`src/rtl/pipeline_skid_stage_pkg.sv`:
```
// Shared types for the elastic skid pipeline stage.
package pipeline_skid_stage_pkg;

   // The state encoding is the number of held entries, so occupancy is simply the state.
   typedef enum logic [1:0] {
      SKID_EMPTY = 2'd0,
      SKID_ONE   = 2'd1,
      SKID_TWO   = 2'd2
   } skid_state_t;

endpackage

```
`src/rtl/pipeline_skid_stage_if.sv`:
```
// Valid/ready handshake bundle between two pipeline stages.
// The upstream side is the producer and the downstream side is the consumer.
interface pipeline_skid_stage_if #(
   parameter int DATA_W = 64
);
   logic              up_valid;
   logic [DATA_W-1:0] up_data;
   logic              up_ready;
   logic              dn_valid;
   logic [DATA_W-1:0] dn_data;
   logic              dn_ready;

   // The stage itself: it accepts from upstream and offers downstream.
   modport slave (
      input  up_valid, up_data, dn_ready,
      output up_ready, dn_valid, dn_data
   );

   // The surrounding stages, or a bench, drive the stage from this side.
   modport master (
      output up_valid, up_data, dn_ready,
      input  up_ready, dn_valid, dn_data
   );
endinterface

```
`src/rtl/pipeline_skid_stage.sv`:
```
// Elastic pipeline register with a one-entry skid buffer.
// Every output is a flop, so dn_ready has no combinational path to up_ready.
// A downstream stall reaches upstream one cycle late, and the skid entry absorbs
// the word that is already in flight during that cycle.
module pipeline_skid_stage
   import pipeline_skid_stage_pkg::*;
#(
   parameter int                DATA_W    = 64,
   parameter logic [DATA_W-1:0] NOP_VALUE = '0,
   parameter int                CNT_W     = 32
) (
   input  logic                       clk,
   input  logic                       rst_n,
   input  logic                       flush,
   pipeline_skid_stage_if.slave       bus,
   output logic [1:0]                 occupancy,
   output logic [CNT_W-1:0]           stall_cnt
);

   skid_state_t       state;
   logic [DATA_W-1:0] main_data;
   logic [DATA_W-1:0] skid_data;
   logic              up_ready_q;
   logic              dn_valid_q;
   logic              up_xfer;
   logic              dn_xfer;

   assign up_xfer      = bus.up_valid & up_ready_q;
   assign dn_xfer      = dn_valid_q & bus.dn_ready;
   assign bus.up_ready = up_ready_q;
   assign bus.dn_valid = dn_valid_q;
   assign bus.dn_data  = main_data;
   assign occupancy    = state;

   // Occupancy FSM. Flush squashes everything, but a dn_xfer in the same cycle has already
   // been delivered. The skid entry keeps its stale value because occupancy says whether it is live.
   always_ff @(posedge clk) begin
      if (!rst_n || flush) begin
         state      <= SKID_EMPTY;
         main_data  <= NOP_VALUE;
         up_ready_q <= 1'b1;
         dn_valid_q <= 1'b0;
      end else begin
         case (state)
            SKID_EMPTY: begin
               if (up_xfer) begin
                  state      <= SKID_ONE;
                  main_data  <= bus.up_data;
                  dn_valid_q <= 1'b1;
               end
            end
            SKID_ONE: begin
               if (up_xfer && dn_xfer) begin
                  main_data <= bus.up_data;
               end else if (up_xfer) begin
                  state      <= SKID_TWO;
                  skid_data  <= bus.up_data;
                  up_ready_q <= 1'b0;
               end else if (dn_xfer) begin
                  state      <= SKID_EMPTY;
                  main_data  <= NOP_VALUE;
                  dn_valid_q <= 1'b0;
               end
            end
            SKID_TWO: begin
               if (dn_xfer) begin
                  state      <= SKID_ONE;
                  main_data  <= skid_data;
                  up_ready_q <= 1'b1;
               end
            end
            default: begin
               state      <= SKID_EMPTY;
               main_data  <= NOP_VALUE;
               up_ready_q <= 1'b1;
               dn_valid_q <= 1'b0;
            end
         endcase
      end
   end

   // Backpressure counter. It saturates instead of wrapping, and only reset clears it.
   always_ff @(posedge clk) begin
      if (!rst_n) begin
         stall_cnt <= '0;
      end else if (dn_valid_q && !bus.dn_ready && (stall_cnt != {CNT_W{1'b1}})) begin
         stall_cnt <= stall_cnt + 1'b1;
      end
   end

`ifndef SYNTHESIS
   a_up_data_known: assert property (@(posedge clk) disable iff (!rst_n)
      bus.up_valid |-> !$isunknown(bus.up_data));
   a_occ_max: assert property (@(posedge clk) disable iff (!rst_n)
      occupancy != 2'd3);
   a_no_xfer_full: assert property (@(posedge clk) disable iff (!rst_n)
      !(up_xfer && (state == SKID_TWO)));
`endif

endmodule
```
`src/flat_wrapper.sv`:
```
// flat-port wrapper written by rule: the top's interface ports become plain ports
module pipeline_skid_stage_flat import pipeline_skid_stage_pkg::*;
#(
   parameter int                DATA_W    = 64,
   parameter logic [DATA_W-1:0] NOP_VALUE = '0,
   parameter int                CNT_W     = 32
)
  (clk, rst_n, flush, occupancy, stall_cnt, bus_up_valid, bus_up_data, bus_dn_ready, bus_up_ready, bus_dn_valid, bus_dn_data);
  pipeline_skid_stage_if #(.DATA_W(DATA_W)) bus_i ();
  input  logic clk;
  input  logic rst_n;
  input  logic flush;
  output logic [1:0] occupancy;
  output logic [CNT_W-1:0] stall_cnt;
  input wire logic [$bits(bus_i.up_valid)-1:0] bus_up_valid;
  input wire logic [$bits(bus_i.up_data)-1:0] bus_up_data;
  input wire logic [$bits(bus_i.dn_ready)-1:0] bus_dn_ready;
  output wire logic [$bits(bus_i.up_ready)-1:0] bus_up_ready;
  output wire logic [$bits(bus_i.dn_valid)-1:0] bus_dn_valid;
  output wire logic [$bits(bus_i.dn_data)-1:0] bus_dn_data;
  assign bus_i.up_valid = bus_up_valid;
  assign bus_i.up_data = bus_up_data;
  assign bus_i.dn_ready = bus_dn_ready;
  assign bus_up_ready = bus_i.up_ready;
  assign bus_dn_valid = bus_i.dn_valid;
  assign bus_dn_data = bus_i.dn_data;
  pipeline_skid_stage #(.DATA_W(DATA_W), .NOP_VALUE(NOP_VALUE), .CNT_W(CNT_W)) u_core (.clk(clk), .rst_n(rst_n), .flush(flush), .bus(bus_i), .occupancy(occupancy), .stall_cnt(stall_cnt));
endmodule
```
`config.mk`:
```
export PLATFORM = sky130hd
export DESIGN_NAME = pipeline_skid_stage_flat
export DESIGN_NICKNAME = d
export VERILOG_FILES = /design/src/rtl/pipeline_skid_stage_pkg.sv /design/src/rtl/pipeline_skid_stage_if.sv /design/src/rtl/pipeline_skid_stage.sv /design/src/flat_wrapper.sv
export SDC_FILE = /design/constraint.sdc
export NUM_CORES = 1
export LEC_CHECK = 0
export BUFFER_PORTS_ARGS = -buffer_cell sky130_fd_sc_hd__buf_2
export CAP_MARGIN = 0
export CORE_ASPECT_RATIO = 1.75
export CORE_MARGIN = 2
export CORE_UTILIZATION = 55
export CTS_BUF_LIST = sky130_fd_sc_hd__clkbuf_8
export DETAILED_ROUTE_END_ITERATION = 8
export GPL_ROUTABILITY_DRIVEN = 0
export PLACE_DENSITY = 0.81
export SYNTH_ARGS = -nofsm -noshare
export SYNTH_HDL_FRONTEND = slang
export SYNTH_SLANG_ARGS = --single-unit
```
`constraint.sdc`:
```
create_clock -name clk -period 10.5 [get_ports clk]
set_input_delay 0.525 -clock clk [delete_from_list [all_inputs] [get_ports clk]]
set_output_delay 0.525 -clock clk [all_outputs]
set_load 0.02 [all_outputs]
```
==> impl_metrics.ini <==
[run_status]
status = finished, final reports clean

[logic_synthesis]
yosys_warnings = 0
syn-instance-count = 589
yosys.area.top_type = dfxtp_1
yosysSeqAreaShare_pct = 59.4
synth_area_mm2 = 0.00660
synthFlopType = dfxtp_1
netlist.area_leader.share_pct = 30.3
syn_nets = 659
yosysMostFrequentCell = dfxtp_1
yosysUniqueCellTypes = 51
ys_ff_latch = 164
synthArstFlopShare_pct = 0
yosys-top-cells-area = dfxtp_1 30%, edfxtp_1 29%, a22o_1 8.6%, a22oi_1 7.3%, nor2_1 4.7%
avgSynthCellArea_um2 = 11.2
synthTopCellsByCount = 100 x dfxtp_1, 83 x nor2_1, 65 x a22o_1
synth_edf_count = 64

[global_route]
grt_max_degree = 68
grt_pass1_vias = 5257
grt_antenna_before_repair = 2
grt-busiest-layer = met2
met1_usage_pct = 28.7
grt_pass1_wl_um = 25100
grtUsageMet3_pct = 5.42
grt.total_usage_pct = 24.6
overflow = 0
globalRouteMet2Util_pct = 42.1

[floorplanning]
start_util_pct = 55.6
io_pins = 169
design.die.area_mm2 = 0.0129
coreArea_mm2 = 0.0119
die_y_um = 149
die_w_um = 86.8
rows = 53

[sta]
setup_viol = 0
finalCriticalPeriod_ps = 2930
clock_skew_ps = 17.1
max_freq_mhz = 341
drv_slew = 0
fin_setup_tns_ps = 0
rsz0062_at_grt = no
final-hold-violation-count = 0
tightest_slew_ps = 827
slew_headroom_pct = 44.8
period_share_pct = 27.9

[critical_path]
setup.worst_path.end_class = flip-flop
path_buf_inv = 2
slowest_delay_ps = 670
startpoint_type = flip-flop
slowest_stage = dfxtp_1
crit_path_cell_trace = xor2_1 -> a22o_2 -> buf_4 -> a21oi_4 -> buf_4 -> a22oi_1 -> nor2_1
crit_top_cell = buf_4
crit_arrival_ps = 3310
required_ps = 10870
critPathKind = flip-flop to flip-flop
crit_fanout = 65
crit_family = compound AO/OA/AOI/OAI gates

[drt]
antenna_left = 0
vias_per_cell = 6.05
drc = 0
drt_iter0_markers = 405
wl_per_cell_um = 17.9
wirelength_um = 16000
dr.pass1.iters = 7
num_vias = 5391

[power]
swShare_pct = 24.5
seqPwrFrac_pct = 55.0
power_density_mw_per_mm2 = 157
power_switching_uw = 304
power.leakage_uw = 0.00332
p_int_uw = 935
ir_drop_mv = 0.109
combPwrFrac_pct = 9.6
clkPwrFrac_pct = 35.4

[finish]
final_design_area_no_fill_mm2 = 0.00787
nets = 809
drive_above_1_share_pct = 29.4
register_area_mm2 = 0.00392
n_fill_cell = 910
area_growth_pct = 19.2
multi_input_area_mm2 = 0.00249

[clocking]
h-tree-depth = 4
postCtsSetupBuffers = 0
cts.clk_slew.worst_paths_ps = 80
cts_hold_buf = 0
cts.repair.resized = 0
cts_sinks = 164
cts_buffers = 17
cts_tree = done
ctsLongestPathBuffers = 2
clockRootBuffer = clkbuf_8
clock_latency_ps = 440

[placed_design]
place_area_mm2 = 0.00748
dp_hpwl_um = 10900
port_buffers = 168

[hold_path]
hold_path_class = input pin to flip-flop

[flow_run]
drv_cap = 0
[worst paths after layout]
path / startpoint / endpoint / slack [ps] / cells past startpoint
max: u_core.occupancy[0]$_SDFFE_PP0P_ / u_core.bus.dn_data[59]$_SDFFE_PP0P_ / 7570 / 7
min: bus_up_data[46] / u_core.skid_data[46]$_DFFE_PP_ / 280 / 1
max reg2reg: u_core.occupancy[0]$_SDFFE_PP0P_ / u_core.bus.dn_data[59]$_SDFFE_PP0P_ / 7570 / 7
min reg2reg: u_core.bus.dn_data[3]$_SDFFE_PP0P_ / u_core.bus.dn_data[3]$_SDFFE_PP0P_ / 520 / 2
[per-layer routing]
layer	share of wire, %	wire [um]	up-vias
li1	-	-	2539
met2	54	8600	217
met4	3.2	505	0
met5	0	0	-
met1	38	6030	2602
met3	5.1	821	33
[cells by family (layout without fill, tap and decap cells)]
family                     after synthesis  in the layout  share of synthesized area [%]
adders and majority gates                1              1                          0.190
AOI/OAI and AO/OA                      183            183                           21.1
other                                    0              2                              0
DFF                                    164            164                           59.4
and+or+nand+nor                        179            179                           13.7
buffers and inverters                   46            209                           3.32
muxes                                    4              4                          0.607
xor gates and xnor gates                12             12                           1.59
[power by group through the flow]
stage	registers, uW	clock network, uW	logic, uW
6_report	681	439	119
2_1_floorplan	706	0	66.3
3_3_place_gp	695	0	114
3_5_place_dp	695	0	119
4_1_cts	681	450	119
5_1_grt	682	476	130
[sequential cells by signal, indices dropped and copies added, names as in the netlist]
name and cells:
u_core.bus.dn_valid 1, u_core.skid_data 64, u_core.bus.up_ready 1, u_core.occupancy 2, u_core.stall_cnt 32, u_core.bus.dn_data 64
[final cells by class]
| class | count | area share (%) |
|---|---|---|
| sequential | 164 | 49.8 |
| antenna | 2 | 0.0636 |
| clock inverter | 14 | 1.72 |
| inverter | 3 | 0.143 |
| tap | 137 | 2.18 |
| multi-input combinational | 379 | 31.6 |
| clock buffer | 18 | 3.15 |
| timing repair buffer | 174 | 11.3 |
[cell usage in the layout (no fill, tap or decap), types with 5 or more instances in the layout]
cell / synthesis / layout
o21ai_0: 12 / 12
buf_4: 1 / 6
buf_2: 10 / 168
or3_1: 12 / 12
clkbuf_8: 0 / 18
nand2_1: 26 / 26
a22oi_1: 64 / 64
nor2_1: 83 / 83
dfxtp_1: 100 / 100
nand4_1: 8 / 8
a22o_1: 65 / 64
a21oi_1: 19 / 19
nor4_1: 5 / 5
nand3_1: 10 / 10
edfxtp_1: 64 / 64
xnor2_1: 10 / 10
[metrics by stage]
step	util (%)	setup slack (ps)	power, uW	std cells	hold slack (ps)
3_3_place_gp	63.0	7770	809	857	487
6_report	66.3	7570	1240	891	276
3_5_place_dp	63.0	7610	814	857	503
5_1_grt	66.3	7390	1290	891	242
2_1_floorplan	-	2240	772	589	562
4_1_cts	66.3	7610	1250	889	247
No activity file was read; power rests on OpenSTA's default activity.
